$ cat config.mk
export PLATFORM = sky130hd
export DESIGN_NAME = key_debounce_ctrl
export DESIGN_NICKNAME = d
export VERILOG_FILES = /design/src/rtl/key_debounce_ctrl.sv
export SDC_FILE = /design/constraint.sdc
export NUM_CORES = 1
export LEC_CHECK = 0
export CAP_MARGIN = 25
export CORE_MARGIN = 2
export CORE_UTILIZATION = 60
export CTS_CLUSTER_DIAMETER = 150
export CTS_CLUSTER_SIZE = 14
export DETAILED_ROUTE_END_ITERATION = 10
export PLACE_DENSITY = 0.86
export SETUP_SLACK_MARGIN = 0.02
export SLEW_MARGIN = 20
export SYNTH_ARGS = -nofsm -noshare
export SYNTH_HDL_FRONTEND = slang
export SYNTH_SLANG_ARGS = --single-unit
$ cat constraint.sdc
create_clock -name EXTCLK -period 3.5 [get_ports EXTCLK]
set_clock_uncertainty 0.05 [all_clocks]
set_input_delay 0.7 -clock EXTCLK [delete_from_list [all_inputs] [get_ports EXTCLK]]
set_output_delay 0.7 -clock EXTCLK [all_outputs]
set_load 0.01 [all_outputs]
$ cat src/rtl/key_debounce_ctrl.sv
// Push-button conditioner: per key, a two-flop synchroniser, a debounce FSM with a
// stable-time counter, and registered level / press / release / toggle outputs.
module key_debounce_ctrl #(
   parameter int EXT_CLOCK_FREQ = 50000000,
   parameter int DEBOUNCE_US    = 10000,
   parameter int NUM_KEYS       = 2
) (
   input  logic                EXTCLK,
   input  logic                RST_N,
   input  logic [NUM_KEYS-1:0] KEY_IN,
   output logic [NUM_KEYS-1:0] KEY_LEVEL,
   output logic [NUM_KEYS-1:0] KEY_PRESS,
   output logic [NUM_KEYS-1:0] KEY_RELEASE,
   output logic [NUM_KEYS-1:0] KEY_TOGGLE
);

   localparam int DEBOUNCE_CYCLES = (EXT_CLOCK_FREQ / 1000000) * DEBOUNCE_US;
   localparam int CNT_W           = $clog2(DEBOUNCE_CYCLES);
   localparam logic [CNT_W-1:0] CNT_LAST = CNT_W'(DEBOUNCE_CYCLES - 1);

   typedef enum logic [1:0] {
      RELEASED    = 2'd0,
      ARM_PRESS   = 2'd1,
      PRESSED     = 2'd2,
      ARM_RELEASE = 2'd3
   } state_t;

   genvar gi;
   generate
      for (gi = 0; gi < NUM_KEYS; gi++) begin : g_key
         logic             s1_reg;
         logic             s2_reg;
         state_t           state_reg;
         logic [CNT_W-1:0] cnt_reg;
         logic             level_reg;
         logic             press_reg;
         logic             release_reg;
         logic             toggle_reg;

         always_ff @(posedge EXTCLK or negedge RST_N) begin
            if (!RST_N) begin
               s1_reg      <= 1'b1;
               s2_reg      <= 1'b1;
               state_reg   <= RELEASED;
               cnt_reg     <= '0;
               level_reg   <= 1'b0;
               press_reg   <= 1'b0;
               release_reg <= 1'b0;
               toggle_reg  <= 1'b0;
            end else begin
               s1_reg      <= KEY_IN[gi];
               s2_reg      <= s1_reg;
               press_reg   <= 1'b0;
               release_reg <= 1'b0;
               // Any sample disagreeing with the armed direction drops back and
               // the next arm restarts the count from zero.
               case (state_reg)
                  RELEASED: begin
                     if (!s2_reg) begin
                        state_reg <= ARM_PRESS;
                        cnt_reg   <= '0;
                     end
                  end
                  ARM_PRESS: begin
                     if (s2_reg) begin
                        state_reg <= RELEASED;
                     end else if (cnt_reg == CNT_LAST) begin
                        state_reg  <= PRESSED;
                        level_reg  <= 1'b1;
                        press_reg  <= 1'b1;
                        toggle_reg <= ~toggle_reg;
                     end else begin
                        cnt_reg <= cnt_reg + CNT_W'(1);
                     end
                  end
                  PRESSED: begin
                     if (s2_reg) begin
                        state_reg <= ARM_RELEASE;
                        cnt_reg   <= '0;
                     end
                  end
                  ARM_RELEASE: begin
                     if (!s2_reg) begin
                        state_reg <= PRESSED;
                     end else if (cnt_reg == CNT_LAST) begin
                        state_reg   <= RELEASED;
                        level_reg   <= 1'b0;
                        release_reg <= 1'b1;
                     end else begin
                        cnt_reg <= cnt_reg + CNT_W'(1);
                     end
                  end
                  default: state_reg <= RELEASED;
               endcase
            end
         end

         assign KEY_LEVEL[gi]   = level_reg;
         assign KEY_PRESS[gi]   = press_reg;
         assign KEY_RELEASE[gi] = release_reg;
         assign KEY_TOGGLE[gi]  = toggle_reg;
      end
   endgenerate

endmodule

# Word level (Yosys, flattened, before mapping)
# Index checks and enable logic that the tools add are counted.
# word_totals
output_inout_bits,8
elab_cells,104
regBits,54
# classes
mux,46
bitwise,4
n_eq_ne,24
n_addsub,2
n_reduce_logical,12
# ops
operator,count
two-way mux 19 bit,10
case mux 19 bit (4 select lines),2
"adder 19 x 1 -> 19 bit, second input constant",2
"equality test 19 bit, second input constant",2
two-way mux 2 bit,12
"inequality test 2 bit, second input constant",12
two-way mux 1 bit,18
case mux 2 bit (4 select lines),2
AND reduction 4 bit,4
"inequality test 3 bit, second input constant",4
AND reduction 5 bit,2
"equality test 2 bit, second input constant",4
AND reduction 3 bit,2
"equality test 2 x 1 -> 1 bit, second input constant",2
zero test 2 bit,2
NOT 1 bit,4
case mux 1 bit (2 select lines),2
nonzero test 2 bit,2

# Longest topological paths before layout
# Gate-level depths: netlist of run 1.
# depth
word_depth,4
ltp_mapped,8
mapped_depth_nobuf,6

# Worst setup path before layout of run 1
# No wires, ideal clock.
# synth_path
kind,flip-flop to flip-flop
startpoint,register g_key[0].cnt_reg[14]
endpoint,register g_key[0].cnt_reg[6]
t_arrival_ps,1997
path_stages_with_launch,7
setup_time_ps,124
period_less_slack_ps,2171
path_slack_ps,1329
t_required_ps,3326
cell_sequence,dfrtp_1 or4_1 or4_4 o21ai_4 buf_6 nor4b_1 a211o_1
# synth_via
elab_chain_cells,4
# synth_rtl
item,line_no,rtl
start: declaration,34,logic [CNT_W-1:0] cnt_reg;
start signal: assignment,73,cnt_reg <= cnt_reg + CNT_W'(1);
start signal: assignment,90,cnt_reg <= cnt_reg + CNT_W'(1);
equality test 19 bit (*),"67, 85",
two-way mux 19 bit (*),-,
two-way mux 19 bit (on tied branches),-,
case mux 19 bit (4 select lines) (*),-,
# Every way passes the cells marked *; elsewhere a longest branch is shown, timed or not. The select of a mux whose other input is x is not followed.
# A chain may end at the register's enable or synchronous reset.

# Worst setup path after layout of run 1
# layout_path
startpoint,register g_key[0].cnt_reg[14]
endpoint,register g_key[0].cnt_reg[5]
# Same word-level chain as after synthesis.

==> impl_metrics.json, run 1 <==
{
  "dr.pass1.iters": 5,
  "vias_per_cell": 6.17,
  "fin_ws_ps": 985,
  "globalRouteOverflowTotal": 0,
  "rsz0062_at_grt": "no",
  "maxCapViolCount": 0,
  "place_congestion": 0.898,
  "grt.met2_usage_pct": 37.8,
  "largest_reg_flops": 38,
  "die_w_um": 74.0,
  "setup_viol": 0,
  "drv_slew": 0,
  "cts.repair.resized": 0,
  "syn-num-nets": 320,
  "start_util_pct": 62.2,
  "required_ps": 3680,
  "wl_per_cell_um": 15.3,
  "antenna_found_initial": 0,
  "die_h_um": 74.0,
  "crit_path_max_fanout": 23,
  "end_kind": "flip-flop",
  "met1_usage_pct": 31.7,
  "clk_latency_ps": 320,
  "fin_nets": 318,
  "dieArea_um2": 5470,
  "fmax_mhz": 398,
  "syn_inst": 314,
  "grt_pass1_vias": 2187,
  "cts_num_sinks": 54,
  "p_leak_nw": 1.34,
  "clockRootBuffer": "clkbuf_8",
  "grt.busiest_layer": "met2",
  "synth_edf_count": 0,
  "post-route-period-util_pct": 71.9,
  "ys_warn_count": 0,
  "io_buffer_count": 11,
  "async_reset_ff_share_pct": 100,
  "start_kind": "flip-flop",
  "cts_buffer_depth": 2,
  "outcome": "completed",
  "core_area_um2": 4720,
  "worst-slew-pin-transition_ps": 724,
  "grt_util_all_layers_pct": 23.3,
  "seq_area_frac_synth_pct": 46.2,
  "dp_hpwl_um": 4080,
  "synth_area_um2": 2940,
  "grt_max_degree": 29,
  "fill_cells": 363,
  "cp.arrival_ps": 2700,
  "p_per_area_nw_per_um2": 362,
  "period_needed_ps": 2510,
  "ys_ff_latch": 54,
  "synth_area_per_cell_um2": 9.36,
  "rows": 25,
  "cts_setup_buffers": 0,
  "synth.distinct_cells": 49,
  "pin_count": 12,
  "finalHoldViolations": 0,
  "seq_area_um2": 1360,
  "setup_tns_ps": 0,
  "drc": 0,
  "vdd_ir_drop_max_v": 0.000188,
  "clkTransAtPathRegs_ps": 110,
  "max_slew_margin_pct": 51.4,
  "met3_usage_pct": 4.74,
  "routed-via-count": 2346,
  "ant_nets": 0,
  "cts-hold-fix-buffers": 0,
  "hold_path_class": "input port to async pin",
  "grt_pass1_wl_um": 9970,
  "cts_tree": "built",
  "critPathKind": "flip-flop to flip-flop",
  "ys.flop_type": "dfrtp_1",
  "diodes": 0,
  "cts_made_buffers": 5,
  "drtIter0Drc": 185,
  "finalWirelength_um": 5830,
  "drive_gt1_share_pct": 8.63,
  "multiInputGateArea_um2": 1420,
  "pre_cts_ws_ps": 1020,
  "synthToLayoutAreaGrowth_pct": 6.05,
  "htreeDepth": 2
}
cell usage in the layout, fill, tap and decap left out, types with 4 or more instances in the layout:
| master | netlist | routed |
|---|---|---|
| a21oi_1 | 7 | 7 |
| dfrtp_1 | 50 | 50 |
| xor2_1 | 4 | 4 |
| nor4_1 | 8 | 8 |
| nor3_1 | 11 | 11 |
| a31oi_1 | 4 | 4 |
| nand2_1 | 39 | 39 |
| dfstp_2 | 4 | 4 |
| o21ai_0 | 19 | 19 |
| nand3_1 | 27 | 27 |
| buf_4 | 8 | 4 |
| or4_1 | 6 | 6 |
| a211o_1 | 4 | 4 |
| inv_1 | 8 | 8 |
| nor2_1 | 18 | 18 |
| clkdlybuf4s50_1 | 0 | 10 |
| nand4_1 | 8 | 8 |
| and3_1 | 6 | 6 |
| mux2i_1 | 12 | 12 |
| a21o_1 | 4 | 4 |
| clkbuf_8 | 0 | 5 |
| a22o_1 | 8 | 8 |
synth_stat cells (3+ instances only):
master	number	area share, %
a22o_1	8	2.4
nor4b_1	3	0.89
nor2_1	18	2.3
nand2_1	39	5.0
nor4_1	8	1.7
dfstp_2	4	3.6
or3_1	3	0.64
xor2_1	4	1.2
mux2i_1	12	4.1
o211ai_1	3	0.77
clkbuf_1	13	1.7
dfrtp_1	50	43
a21o_1	4	1.0
nor3_1	11	1.9
a21oi_1	7	1.2
nand4_1	8	1.7
nand3_1	27	4.6
inv_1	8	1.0
buf_4	8	2.0
or4_1	6	1.5
and2_1	3	0.64
a211o_1	4	1.2
and3_1	6	1.3
a31oi_1	4	0.85
o21ai_0	19	3.2
critical path, cell delays in order (launching register included):
cell and delay [ps]:
dfrtp_1 450, or4_1 550, or4_4 520, o21ai_4 480
inv_1 150, o211ai_1 230
metal layers:
metal / routed length, µm / part of all wire, %
met5: 0 / 0
met4: 94 / 1.6
met3: 349 / 6.0
met2: 2720 / 47
met1: 2660 / 46
logic make-up after synthesis:
kind of cell	Yosys count	synth area share, %
xor+xnor	6	1.79
compound gates	57	12.9
mux	14	4.86
fa+ha+maj	2	0.852
buf+inv	32	5.62
simple gates	149	27.8
flops	54	46.2
final cells by class:
type / count / area share [%]
clock buffers: 5 / 2.21
clock inverters: 3 / 0.803
inverters: 8 / 0.964
multi-input cells: 228 / 45.5
flip-flops and latches: 54 / 43.5
well taps: 67 / 2.69
repair buffers: 15 / 4.34
final timing paths:
check	from	endpoint	slack [ps]	cells after the start
min in group EXTCLK	g_key[1].s1_reg$_DFF_PN1_	g_key[1].s2_reg$_DFF_PN1_	310	0
max in group asynchronous	RST_N	g_key[1].s2_reg$_DFF_PN1_	2280	2
max reg2reg	g_key[0].cnt_reg[14]$_DFFE_PN0P_	g_key[0].cnt_reg[5]$_DFFE_PN0P_	990	5
max	g_key[0].cnt_reg[14]$_DFFE_PN0P_	g_key[0].cnt_reg[5]$_DFFE_PN0P_	990	5
min	RST_N	g_key[0].level_reg$_DFFE_PN0P_	310	1
min reg2reg	g_key[1].s1_reg$_DFF_PN1_	g_key[1].s2_reg$_DFF_PN1_	310	0
report_power, final:
| part | internal [W] | switching [W] | total, W | leakage (nW) |
|---|---|---|---|---|
| combinational | 0.0000339 | 0.0000454 | 0.0000793 | 0.562 |
| clock | 0.000145 | 0.000217 | 0.000362 | 0.0447 |
| sequential | 0.000647 | 0.0000395 | 0.000686 | 0.731 |
metrics by stage:
stage	instances	hold slack (ps)	total power, W	utilization (%)	cell area (µm²)
2_1_floorplan	314	295	0.000747	-	2940
3_3_place_gp	372	296	0.000773	64.0	3020
3_5_place_dp	372	299	0.000777	64.0	3020
4_1_cts	380	314	0.00114	66.0	3120
5_1_grt	380	320	0.00118	66.0	3120
6_report	380	308	0.00113	66.0	3120
Note: power is estimated with default switching activity, not from simulation.
==> run 2, diff against run 1 <==
--- a/config.mk
+++ b/config.mk
@@ -7,11 +7,11 @@
 export LEC_CHECK = 0
 export CAP_MARGIN = 25
 export CORE_MARGIN = 2
-export CORE_UTILIZATION = 60
+export CORE_UTILIZATION = 54
 export CTS_CLUSTER_DIAMETER = 150
 export CTS_CLUSTER_SIZE = 14
 export DETAILED_ROUTE_END_ITERATION = 10
-export PLACE_DENSITY = 0.86
+export PLACE_DENSITY = 0.82
 export SETUP_SLACK_MARGIN = 0.02
 export SLEW_MARGIN = 20
 export SYNTH_ARGS = -nofsm -noshare
==> constraint.sdc (replaced) <==
create_clock -name EXTCLK -period 2.1 [get_ports EXTCLK]
set_clock_uncertainty 0.05 [all_clocks]
set_input_delay 0.42 -clock EXTCLK [delete_from_list [all_inputs] [get_ports EXTCLK]]
set_output_delay 0.42 -clock EXTCLK [all_outputs]
set_load 0.01 [all_outputs]
==> impl_metrics.json, run 2 (synthesis gave the netlist of run 1 again) <==
{
  "cts_num_sinks": 54,
  "core_area_um2": 5170,
  "start_util_pct": 56.8,
  "antenna_found_initial": 0,
  "rsz0062_at_grt": "yes",
  "design_area_um2": 3490,
  "mostFrequentLayoutCell": "dfrtp_1",
  "fmax_mhz": 461,
  "start_kind": "flip-flop",
  "clockRootBuffer": "clkbuf_8",
  "grt_max_degree": 55,
  "setup_viol": 9,
  "cts_made_buffers": 5,
  "rows": 26,
  "die_w_um": 77.8,
  "fin_total_pwr_w": 0.00190,
  "grt_util_all_layers_pct": 21.6,
  "critPathKind": "flip-flop to flip-flop",
  "io_buffer_count": 11,
  "pre_cts_ws_ps": -51.6,
  "drv_slew": 0,
  "place_congestion": 0.871,
  "globalRouteOverflowTotal": 0,
  "finalHoldViolations": 0,
  "clk_latency_ps": 310,
  "die_h_um": 77.8,
  "maxCapViolCount": 0,
  "largest_reg_flops": 38,
  "p_per_area_nw_per_um2": 545,
  "diodes": 0,
  "violations": "setup timing",
  "post-route-period-util_pct": 103,
  "drive_gt1_share_pct": 19.8,
  "placed_cell_area_um2": 3270,
  "fill_cells": 367,
  "end_kind": "flip-flop",
  "critPathLaunch": "g_key[0].cnt_reg[14]$_DFFE_PN0P_",
  "layout_common_cells": "dfrtp_1, nand2_1, buf_4",
  "fin_ws_ps": -69.7,
  "routed-via-count": 2580,
  "stdcell_count": 418,
  "cts-hold-fix-buffers": 0,
  "vias_per_cell": 6.17,
  "htreeDepth": 2,
  "place_inst": 404,
  "dieArea_um2": 6050,
  "outcome": "finished with violations",
  "cts_tree": "built",
  "worst-slew-pin-transition_ps": 621,
  "ant_nets": 0,
  "worstRegToRegCells": 7,
  "max_slew_margin_pct": 58.2,
  "seq_area_um2": 1360,
  "finalWirelength_um": 6650,
  "dr.pass1.iters": 4,
  "grt_pass1_wl_um": 10500,
  "r2r-start": "g_key[0].cnt_reg[14]$_DFFE_PN0P_",
  "required_ps": 2240,
  "dp_hpwl_um": 4290,
  "rrSetupSlack_ps": -70,
  "cp.arrival_ps": 2310,
  "fin_nets": 353,
  "cts_buffer_depth": 2,
  "period_needed_ps": 2170,
  "hold_path_class": "input port to async pin",
  "drtIter0Drc": 336,
  "synthToLayoutAreaGrowth_pct": 18.7,
  "multiInputGateArea_um2": 1460,
  "grt_pass1_vias": 2351,
  "p_leak_nw": 1.54,
  "crit_path_max_fanout": 7,
  "pin_count": 12,
  "drc": 0,
  "vdd_ir_drop_max_v": 0.000371,
  "post-route-util_pct": 67.4,
  "clkTransAtPathRegs_ps": 100,
  "endpoint": "g_key[0].cnt_reg[18]$_DFFE_PN0P_",
  "wl_per_cell_um": 15.9,
  "r2r_end": "g_key[0].cnt_reg[18]$_DFFE_PN0P_"
}
-- run 2: where the power goes --
part | internal (W) | switching (W) | total (W)
Clock | 0.000235 | 0.000353 | 0.000588
Combinational | 0.0000832 | 0.0000914 | 0.000175
Sequential | 0.00108 | 0.0000596 | 0.00114
-- run 2: area by class of cell --
cell class	count	area share, %
inverters	8	0.861
repair buffers	50	13.2
clock inverters	3	0.610
clock buffers	5	1.97
multi-input cells	228	42.0
well taps	70	2.51
flip-flops and latches	54	38.9
-- run 2: worst min path at each step --
stage / start / to / slack, ps
after floorplan: RST_N / async pin / 70
after global placement: g_key[1].s1_reg$_DFF_PN1_ / g_key[1].s2_reg$_DFF_PN1_ / 300
after detailed placement: g_key[1].s1_reg$_DFF_PN1_ / g_key[1].s2_reg$_DFF_PN1_ / 300
after CTS: RST_N / g_key[1].cnt_reg[1]$_DFFE_PN0P_ / 50
after global routing: RST_N / g_key[1].toggle_reg$_DFFE_PN0P_ / 70
final: RST_N / g_key[1].toggle_reg$_DFFE_PN0P_ / 40
-- run 2: worst max-delay path, stage by stage, from the launching register on --
cell     delay, ps
dfrtp_1        410
or4_4          550
or4_4          450
o21ai_4        160
buf_12         150
buf_12         110
or4_1           90
nand3_1         80
-- run 2: per-stage QoR --
| step | hold WS [ps] | setup TNS (ps) |
|---|---|---|
| finish | 38.3 | -262 |
| global route | 67.9 | -1030 |
| CTS | 48.0 | -50.4 |
| detailed placement | 299 | -149 |
| global placement | 296 | -0.910 |
| floorplan | 74.4 | -30.9 |
-- run 2: timing repair --
item	CTS	global route
resized for setup	2	8
endpoints found under the setup margin	14	20
gates cloned	1	0
pin swaps	1	3
setup buffers	2	3
-- run 2: routing by layer --
| layer | wire length, µm | vias to the layer above | global-route usage (%) | part of all wire (%) |
|---|---|---|---|---|
| li1 | - | 1213 | - | - |
| met1 | 2880 | 1241 | 29.1 | 43 |
| met2 | 3230 | 108 | 34.9 | 49 |
| met3 | 384 | 18 | 2.91 | 5.8 |
| met4 | 154 | 0 | 9.11 | 2.3 |
| met5 | 0 | - | 0 | 0 |
==> run 3, diff against run 2 <==
--- a/config.mk
+++ b/config.mk
@@ -11,7 +11,9 @@
 export CTS_CLUSTER_DIAMETER = 150
 export CTS_CLUSTER_SIZE = 14
 export DETAILED_ROUTE_END_ITERATION = 10
+export MAX_ROUTING_LAYER = met4
 export PLACE_DENSITY = 0.82
+export RECOVER_POWER = 25
 export SETUP_SLACK_MARGIN = 0.02
 export SLEW_MARGIN = 20
 export SYNTH_ARGS = -nofsm -noshare
==> impl_metrics.json, run 3 (synthesis gave the netlist of run 1 again) <==
{
  "outcome": "finished with violations",
  "violations": "setup timing",
  "fin_ws_ps": -69.4,
  "layout_common_cells": "dfrtp_1, nand2_1, buf_4",
  "dr.pass1.iters": 4,
  "vdd_ir_drop_max_v": 0.000367,
  "core_area_um2": 5170,
  "r2r-start": "g_key[0].cnt_reg[14]$_DFFE_PN0P_",
  "htreeDepth": 2,
  "vias_per_cell": 6.22,
  "dp_hpwl_um": 4290,
  "cts_buffer_depth": 2,
  "post-route-period-util_pct": 103,
  "switchingPower_w": 0.000502,
  "slowest_stage": "or4_4",
  "clockRootBuffer": "clkbuf_8",
  "clk_latency_ps": 310,
  "design_area_um2": 3470,
  "drtIter0Drc": 357,
  "p_int_w": 0.00139,
  "crit_path_max_fanout": 7,
  "p_per_area_nw_per_um2": 546,
  "fmax_mhz": 461,
  "antenna_found_initial": 0,
  "clkTransAtPathRegs_ps": 100,
  "r2r_end": "g_key[0].cnt_reg[18]$_DFFE_PN0P_",
  "cp_num_buf_inv": 2,
  "grt_pass1_wl_um": 10500,
  "grt_max_degree": 55,
  "path_delay_family": "simple AND/OR/NAND/NOR gates",
  "p_leak_nw": 1.53,
  "worst-slew-pin-transition_ps": 1290,
  "maxCapViolCount": 0,
  "critPathLaunch": "g_key[0].cnt_reg[14]$_DFFE_PN0P_",
  "cts_tree": "built",
  "placed_cell_area_um2": 3270,
  "rrSetupSlack_ps": -70,
  "synthToLayoutAreaGrowth_pct": 18.1,
  "hold_path_class": "flip-flop to flip-flop",
  "cts_num_sinks": 54,
  "path_depth": 7,
  "cp_slowest_stage_delay_ps": 550,
  "fin_nets": 353,
  "rows": 26,
  "seq_area_um2": 1360,
  "grt_util_all_layers_pct": 22.2,
  "p_sw_share_pct": 26.5,
  "place_inst": 404,
  "rsz0062_at_grt": "yes",
  "start_util_pct": 56.8,
  "post-route-util_pct": 67.1,
  "globalRouteOverflowTotal": 0,
  "start_kind": "flip-flop",
  "path_cells": "or4_4 -> or4_4 -> o21ai_4 -> buf_12 -> buf_12 -> or4_1 -> nand3_1",
  "pin_count": 12,
  "stdcell_count": 418,
  "end_kind": "flip-flop",
  "ant_nets": 0,
  "grt_pass1_vias": 2353,
  "seqPwrFrac_pct": 60.0,
  "die_h_um": 77.8,
  "die_w_um": 77.8,
  "period_needed_ps": 2170,
  "wl_per_cell_um": 16.0,
  "power_frac_clock_pct": 31.0,
  "place_congestion": 0.885,
  "required_ps": 2240,
  "worstRegToRegCells": 7,
  "combPwrFrac_pct": 9.0,
  "mostFrequentLayoutCell": "dfrtp_1",
  "multiInputGateArea_um2": 1460,
  "finalWirelength_um": 6690,
  "dieArea_um2": 6050,
  "drv_slew": 0,
  "drc": 0,
  "setup_viol": 9,
  "diodes": 0,
  "largest_reg_flops": 38,
  "routed-via-count": 2599,
  "io_buffer_count": 11,
  "cp.arrival_ps": 2310,
  "drive_gt1_share_pct": 19.8,
  "critPathKind": "flip-flop to flip-flop",
  "fill_cells": 369,
  "cts_made_buffers": 5,
  "finalHoldViolations": 0,
  "endpoint": "g_key[0].cnt_reg[18]$_DFFE_PN0P_",
  "max_slew_margin_pct": 13.9
}
[run 3: cell types whose count changed in the layout (fill, tap and decap cells not counted)]
cell | before | now
buf_12 | 3 | 2
clkbuf_2 | 0 | 1
[run 3: metrics by stage]
stage	total power, W	setup slack (ps)	hold WS (ps)	TNS, ps
after floorplan	0.00124	-30.9	74.4	-30.9
after global placement	0.00131	-0.910	296	-0.910
after detailed placement	0.00132	-51.6	299	-149
after CTS	0.00191	-20.1	48.0	-50.4
after global routing	0.00197	-108	316	-1030
final	0.00190	-69.4	312	-274
[run 3: repair_timing]
action	4_1_cts	5_1_grt
resized for setup	2	8
endpoints found under the setup margin	14	20
buffers inserted	2	3
pin swaps	1	3
endpoints found under the hold margin	0	0
hold buffers	0	0
gates cloned	1	0
[run 3: per-layer routing]
| metal | wire [µm] | up-vias | track usage [%] | part of all wire (%) |
|---|---|---|---|---|
| li1 | - | 1211 | - | - |
| met5 | 0 | - | - | 0 |
| met1 | 2850 | 1253 | 29.1 | 43 |
| met3 | 408 | 19 | 2.91 | 6.1 |
| met2 | 3280 | 116 | 34.9 | 49 |
| met4 | 148 | 0 | 9.11 | 2.2 |
[run 3: how the worst min path moves through the flow]
stage                                    startpoint                              end  slack, ps  depth (start not counted)
after floorplan                               RST_N                        async pin         70                          0
after global placement    g_key[1].s1_reg$_DFF_PN1_        g_key[1].s2_reg$_DFF_PN1_        300                          0
after detailed placement  g_key[1].s1_reg$_DFF_PN1_        g_key[1].s2_reg$_DFF_PN1_        300                          0
after CTS                                     RST_N  g_key[1].cnt_reg[1]$_DFFE_PN0P_         50                          2
after global routing      g_key[1].s1_reg$_DFF_PN1_        g_key[1].s2_reg$_DFF_PN1_        320                          0
final                     g_key[1].s1_reg$_DFF_PN1_        g_key[1].s2_reg$_DFF_PN1_        310                          0
[run 3: layout make-up]
class	instances	area share, %
clock buffers	5	1.98
clock inverters	3	0.613
inverters	8	0.865
multi-input cells	228	42.1
flip-flops and latches	54	39.1
well taps	70	2.52
repair buffers	50	12.8
[run 3: power by group through the flow]
| stage | logic (W) | registers [W] | clock network, W |
|---|---|---|---|
| after floorplan | 0.000119 | 0.00113 | 0 |
| after global placement | 0.000157 | 0.00115 | 0 |
| after detailed placement | 0.000162 | 0.00115 | 0 |
| after CTS | 0.000174 | 0.00114 | 0.000597 |
| after global routing | 0.000192 | 0.00114 | 0.000638 |
| final | 0.000171 | 0.00114 | 0.000587 |
[run 3: worst reg2reg max path, cell delays in order, from the launching register on]
cell     delay, ps
dfrtp_1        410
or4_4          550
or4_4          450
o21ai_4        160
buf_12         150
buf_12         110
or4_1           90
nand3_1         80
